===== src/rtl/fmul_issue_queue.sv =====
// Credit-gated issue/retire wrapper around the fixed-latency fmul pipeline.
// Optional overflow trap (sticky flag that halts issue) enabled by FMUL_OVF_TRAP_EN.
module fmul_issue_queue #(
  parameter int unsigned NSTAGE = 2,
  parameter int unsigned DEPTH  = 4,
  parameter int unsigned TAGW   = 5
) (
  input  logic            clk,
  input  logic            rst,
  input  logic            in_valid,
  output logic            in_ready,
  input  logic [31:0]     in_x1,
  input  logic [31:0]     in_x2,
  input  logic [TAGW-1:0] in_tag,
  output logic [31:0]     mul_x1,
  output logic [31:0]     mul_x2,
  input  logic [31:0]     mul_y,
  input  logic            mul_ovf,
  output logic            out_valid,
  input  logic            out_ready,
  output logic [31:0]     out_y,
  output logic            out_ovf,
  output logic [TAGW-1:0] out_tag,
  output logic            busy
`ifdef FMUL_OVF_TRAP_EN
  ,
  output logic            ovf_sticky
`endif
);

  localparam int unsigned PTR_W = (DEPTH > 1) ? $clog2(DEPTH) : 1;
  localparam int unsigned CNT_W = $clog2(DEPTH + 1);
  localparam int unsigned IFL_W = $clog2(NSTAGE + 1);
  localparam int unsigned SUM_W = $clog2(DEPTH + NSTAGE + 1);

  logic [NSTAGE-1:0] track_vld;
  logic [TAGW-1:0]   track_tag [NSTAGE];
  logic [IFL_W-1:0]  inflight;

  logic [31:0]       mem_y   [DEPTH];
  logic              mem_ovf [DEPTH];
  logic [TAGW-1:0]   mem_tag [DEPTH];
  logic [PTR_W-1:0]  wr_ptr;
  logic [PTR_W-1:0]  rd_ptr;
  logic [CNT_W-1:0]  count;

  logic accept;
  logic push;
  logic pop;

  assign accept = in_valid & in_ready;
  assign push   = track_vld[NSTAGE-1];
  assign pop    = out_valid & out_ready;

  // Operands reach fmul only for accepted ops so idle slots carry zeros.
  assign mul_x1 = accept ? in_x1 : 32'd0;
  assign mul_x2 = accept ? in_x2 : 32'd0;

  // Tracking pipe mirrors fmul's latency: entry NSTAGE-1 retires this cycle.
  always_ff @(posedge clk) begin
    if (rst) begin
      track_vld <= '0;
    end else begin
      track_vld[0] <= accept;
      for (int i = 1; i < NSTAGE; i++) begin
        track_vld[i] <= track_vld[i-1];
      end
    end
  end

  always_ff @(posedge clk) begin
    track_tag[0] <= in_tag;
    for (int i = 1; i < NSTAGE; i++) begin
      track_tag[i] <= track_tag[i-1];
    end
  end

  always_comb begin
    inflight = '0;
    for (int i = 0; i < NSTAGE; i++) begin
      inflight = inflight + IFL_W'(track_vld[i]);
    end
  end

  // Result storage; a push can never find the FIFO full thanks to credit gating.
  always_ff @(posedge clk) begin
    if (push) begin
      mem_y[wr_ptr]   <= mul_y;
      mem_ovf[wr_ptr] <= mul_ovf;
      mem_tag[wr_ptr] <= track_tag[NSTAGE-1];
    end
  end

  always_ff @(posedge clk) begin
    if (rst) begin
      wr_ptr <= '0;
      rd_ptr <= '0;
      count  <= '0;
    end else begin
      if (push) wr_ptr <= wr_ptr + PTR_W'(1);
      if (pop)  rd_ptr <= rd_ptr + PTR_W'(1);
      unique case ({push, pop})
        2'b10:   count <= count + CNT_W'(1);
        2'b01:   count <= count - CNT_W'(1);
        default: ;
      endcase
    end
  end

  always_ff @(posedge clk) begin
    if (!rst && push) begin
      assert (count != CNT_W'(DEPTH));
    end
  end

`ifdef FMUL_OVF_TRAP_EN
  always_ff @(posedge clk) begin
    if (rst) begin
      ovf_sticky <= 1'b0;
    end else if (push && mul_ovf) begin
      ovf_sticky <= 1'b1;
    end
  end
`endif

  // Every in-flight op already owns a FIFO slot, so credits = DEPTH - count - inflight.
  always_comb begin
    in_ready = !rst && ((SUM_W'(count) + SUM_W'(inflight)) < SUM_W'(DEPTH));
`ifdef FMUL_OVF_TRAP_EN
    if (ovf_sticky) in_ready = 1'b0;
`endif
  end

  assign out_valid = (count != '0);
  assign out_y     = mem_y[rd_ptr];
  assign out_ovf   = mem_ovf[rd_ptr];
  assign out_tag   = mem_tag[rd_ptr];
  assign busy      = (inflight != '0) || (count != '0);

endmodule

===== config.mk =====
export PLATFORM = sky130hd
export DESIGN_NAME = fmul_issue_queue
export DESIGN_NICKNAME = d
export VERILOG_FILES = /design/src/rtl/fmul_issue_queue.sv
export SDC_FILE = /design/constraint.sdc
export NUM_CORES = 1
export LEC_CHECK = 0
export BUFFER_PORTS_ARGS = -buffer_cell sky130_fd_sc_hd__buf_2
export CORE_UTILIZATION = 50
export DETAILED_ROUTE_END_ITERATION = 7
export GPL_TIMING_DRIVEN = 0
export PLACE_DENSITY = 0.9
export SYNTH_ARGS = -nofsm -noshare
export SYNTH_HDL_FRONTEND = slang
export SYNTH_SLANG_ARGS = --single-unit

===== constraint.sdc =====
create_clock -name clk -period 2.8 [get_ports clk]
set_input_delay 0.42 -clock clk [delete_from_list [all_inputs] [get_ports clk]]
set_output_delay 0.42 -clock clk [all_outputs]
set_load 0.05 [all_outputs]

Word level (Yosys, flattened, before mapping):

Memories as Yosys holds them, arrays and structs flattened. A register that Yosys moved wholly into a read port is not among the register bits.
Cells that the tools add are included.

* register bits after elaboration: 9
* RAM bits: 162
* bits of input ports: 106
* output and inout bits: 105
* word-level logic and storage cells: 36
* memories: 4

Memory list
* mem_y: depth 4, width 32, rd ports 1, clocked after memory_dff 1, write ports 1, RTL line 40 `logic [31:0] mem_y [DEPTH];`
* mem_tag: depth 4, width 5, rd ports 1, clocked after memory_dff 1, write ports 1, RTL line 42 `logic [TAGW-1:0] mem_tag [DEPTH];`
* track_tag: depth 2, width 5, rd ports 2, clocked after memory_dff 0, write ports 2, RTL line 37 `logic [TAGW-1:0] track_tag [NSTAGE];`
* mem_ovf: depth 4, width 1, rd ports 1, clocked after memory_dff 1, write ports 1, RTL line 41 `logic mem_ovf [DEPTH];`

* add/subtract/negate cells: 6
* order comparisons: 1
* equality and inequality tests: 2
* muxes and demuxes: 11
* bitwise gates (word level): 2
* reduce and logical (&&, ||, !) cells: 6

Operator list (count)
* 32-bit two-way mux: 2
* 2-bit two-way mux: 6
* 3-bit case mux with 2 select lines: 1
* 2-bit by 1-bit adder with 2-bit output, second input constant: 2
* 2-bit nonzero test: 2
* 3-bit by 1-bit adder with 3-bit output, second input constant: 1
* 3-bit by 2-bit adder with 3-bit output: 1
* 3-bit less-than comparator, second input constant: 1
* 3-bit nonzero test: 1
* 3-bit by 1-bit subtractor with 3-bit output, second input constant: 1
* 1-bit by 1-bit adder with 2-bit output: 1
* 1-bit AND: 2
* 2-bit by 1-bit == test with 1-bit output, second input constant: 1
* 2-bit == test, second input constant: 1
* 1-bit two-way mux: 2
* 1-bit logical AND: 1
* 1-bit logical NOT: 1
* 1-bit logical OR: 1

Depth between registers and ports, before layout:

* word-level depth: 6
* gate-level depth with buffers: 8
* mapped depth without buffers: 8

Worst setup path before layout:

Ideal clock, no wire load.

* path type: register to output
* start point: register track_vld[1]
* end point: output mul_x1[0]
* arrival: 2.354 ns
* data required time: 2.380 ns
* slack: 0.026 ns
* stages on the path, launching flop included: 7
* buffers on the path: 1
* path through: dfxtp_1 ha_1 ha_1 a31oi_1 xnor2_1 buf_4 nor3_1

* longest elaborated chain between the ends: 6

Ends and longest elaborated chain
* start, declared: RTL line 36 `logic [NSTAGE-1:0] track_vld;`
* start signal, assigned by index: RTL line 66 `track_vld[i] <= track_vld[i-1];`
* 1-bit by 1-bit adder with 2-bit output: RTL line 81 `inflight = inflight + IFL_W'(track_vld[i]);`
* 3-bit by 2-bit adder with 3-bit output: RTL line 128 `in_ready = !rst && ((SUM_W'(count) + SUM_W'(inflight)) < SUM_W'(DEPTH));`
* 3-bit less-than comparator: RTL line 128
* 1-bit logical AND: RTL line 128
* 1-bit AND: RTL line 51 `assign accept = in_valid & in_ready;`
* 32-bit two-way mux: RTL line 56 `assign mul_x1 = accept ? in_x1 : 32'd0;`
* end, declared: RTL line 15 `output logic [31:0] mul_x1,`

No other way between the ends.

Worst setup path in the final report:

* start point: register track_vld[1]
* end point: output mul_x2[19]

* longest elaborated chain between the ends: 6

Ends and longest elaborated chain
* 1-bit by 1-bit adder with 2-bit output: RTL line 81
* 3-bit by 2-bit adder with 3-bit output: RTL line 128
* 3-bit less-than comparator: RTL line 128
* 1-bit logical AND: RTL line 128
* 1-bit AND: RTL line 51
* 32-bit two-way mux: RTL line 57 `assign mul_x2 = accept ? in_x2 : 32'd0;`
* end, declared: RTL line 16 `output logic [31:0] mul_x2,`

No other way between the ends.

==> impl_metrics.toml <==
[outcome]
status = "completed"

[clock_network]
htreeDepth = 4
cts_sinks = 173
clockRootBuffer = "clkbuf_16"
cts_tree = "yes"
ctsHoldBuffers = 0
max-clock-path-buffers = 2
cts.clk_slew.worst_paths_ns = 0.06
clkLatencyLatePin_ns = 0.41
cts_buffers = 17

[die]
dieHeight_um = 121
row_count = 43
io_pins = 211
die_area_um2 = 14700
coreArea_um2 = 13900
start_util = 0.512
die_w_um = 121

[worst_setup_path]
criticalPathCategory = "register to output port"
cp.arrival_ns = 2.34
rr_worst_depth = 8
r2r-start = "count[0]"
cp_cell_sequence = "ha_1 -> ha_1 -> a31oi_4 -> xnor2_2 -> buf_6 -> buf_6 -> nor3_2 -> buf_4"
critPathCaptureType = "output port"
cp.required_ns = 2.38
startpoint_type = "register"
crit_buf_inv = 3
crit_slowest_cell = "dfxtp_4"
reg2reg_to = "count[2]"
cp_slowest_stage_delay_ns = 0.37
r2r_slack_ns = 0.79
path_max_fanout = 10
critPathTopFamily = "buffers and inverters"

[yosys]
synth_ff_type = "edfxtp_1"
synth_edf_count = 152
synthTopCellsByArea = "edfxtp_1 64%, mux4_2 12%, dfxtp_1 5.9%"
seq_area_frac_synth = 0.701
syn-cell-area_um2 = 7110
yosys-top-cells-count = "152 x edfxtp_1, 66 x nand2_1, 39 x nor3_2"
synth.most_common_cell = "edfxtp_1"
synth_seq_cells = 173
ys.warnings.count = 0
async_reset_ff_frac = 0
syn_inst = 419
syn_nets = 534
synth_top_area_cell = "edfxtp_1"
yosysUniqueCellTypes = 25
synth.avg_cell_area_um2 = 17.0
yosys.area.top_type_share = 0.642

[detailed_routing]
final_antenna_net_count = 0
drt_iter0_markers = 322
routedWlPerCell_um = 20.3
drtPass1Iterations = 4
viasPerCell = 5.36
totalWireLength_um = 17100
route.detailed.drc = 0
vias = 4531

[timing]
fin_skew_ns = 0.00815
slew_viol_final = 0
fin_crit_ns = 2.76
finalSetupViolCount = 0
max_freq_ghz = 0.363
tightestPinTransition_ns = 0.948
relSlewSlack = 0.368
min_period_over_period = 0.985
rsz0062_at_grt = "true"
finalHoldViolations = 0

[placement]
port_buffers = 208
placed_area_um2 = 8460
dp_cells = 811
place.gp.congestion = 0.910
hpwl_um = 11400

[layout]
fillerInstances = 925
stdcell_count = 845
layout-drive-gt1-share = 0.529
regArea_um2 = 4990
nets = 767
syn2layout_area_growth_pct = 32.8
multi_input_area_um2 = 2060
final_cell_area_um2 = 9440
antenna_cells = 0

[run]
cap_viol_max_count = 0

[power]
power-per-cell-area_nw_per_um2 = 771
p_leak_nw = 3.59
vdd_drop_max_uv = 446

[global_route]
grt_antenna_before_repair = 0
grtUsageTotal = 0.236
grt_pass1_vias = 4738
grt_max_degree = 29
gr-total-overflow = 0
grt_pass1_wl_um = 25100

[worst_hold_path]
holdCritPathClass = "primary input to register"
worstHoldStart = "in_tag[2]"
holdPathEnd = "track_tag[0][2]"
hold-path-cell-count = 1
-- cells by family after synthesis --
family | share of synthesized area
AOI/OAI and AO/OA | 0.00546
xor gates and xnor gates | 0.00616
adders and majority gates | 0.0169
buffers and inverters | 0.0294
DFF | 0.701
muxes | 0.122
and+or+nand+nor | 0.119
-- flip-flops by register name, indices dropped and copies added, names as in the netlist, named ones only --
register and cells:
mem_tag 20, track_vld 2, mem_y 128, rd_ptr 2, count 3, track_tag 10, wr_ptr 2, mem_ovf 4
-- power breakdown --
group	total (mW)	switching, mW	leakage, nW	internal [mW]
logic	2.05	1.38	1.77	0.675
clock network	2.31	0.912	0.277	1.40
registers	2.92	0.0471	1.55	2.87
-- worst max path at each step --
stage                             from           end  slack (ns)  depth (start not counted)
after floorplan           track_vld[1]     mul_x1[0]        0.03                          6
after global placement       wr_ptr[0]  mem_y[0][15]        0.24                          3
after detailed placement  track_vld[1]     mul_x2[9]        0.27                          8
after CTS                 track_vld[1]     mul_x2[9]       -0.03                          8
after global routing      track_vld[1]    mul_x2[19]       -0.07                          8
final                     track_vld[1]    mul_x2[19]        0.04                          8
-- layout by cell type (no fill, tap or decap), types with 4 or more instances in the layout --
cell / instances
buf_4: 29
nor3_1: 16
clkbuf_16: 17
buf_12: 4
ha_1: 8
mux4_2: 38
dfxtp_1: 20
and2_2: 4
nor3_2: 39
nand2_1: 66
buf_6: 32
inv_1: 9
nor2_1: 9
nor3_4: 10
buf_2: 162
clkbuf_1: 15
edfxtp_1: 152
-- routing by layer --
metal	wire length (um)	GRT usage	vias up	part of all wire
met4	116	0.0594	0	0.0068
met5	0	0	-	0
met1	6050	0.264	2216	0.35
li1	-	-	2061	-
met3	1270	0.0625	11	0.074
met2	9680	0.444	243	0.57
-- stage by stage --
stage / power (mW) / utilization / worst slack, ns / TNS, ns / hold WS, ns
final: 7.29 / 0.680 / 0.0431 / 0 / 0.111
after CTS: 7.27 / 0.661 / -0.0315 / -0.105 / 0.0906
after global routing: 7.54 / 0.680 / -0.0714 / -0.690 / 0.0864
after floorplan: 4.52 / - / 0.0262 / 0 / 0.310
after global placement: 4.90 / 0.603 / 0.235 / 0 / 0.310
after detailed placement: 4.94 / 0.610 / 0.268 / 0 / 0.313
-- repair_timing --
| action | CTS | global route |
|---|---|---|
| pin swaps | 0 | 5 |
| buffers inserted | 1 | 0 |
| resized for setup | 43 | 87 |
| gates cloned | 0 | 1 |
| endpoints found under the setup margin | 50 | 50 |
-- layout make-up --
class	count	share of cell area
Clock inverter	12	0.0158
Sequential cell	173	0.528
Timing Repair Buffer	214	0.145
Multi-Input combinational cell	207	0.218
Tap cell	180	0.0238
Inverter	9	0.00358
Clock buffer	20	0.0462
Buffer	30	0.0193
Note: power is estimated with default switching activity, not from simulation.
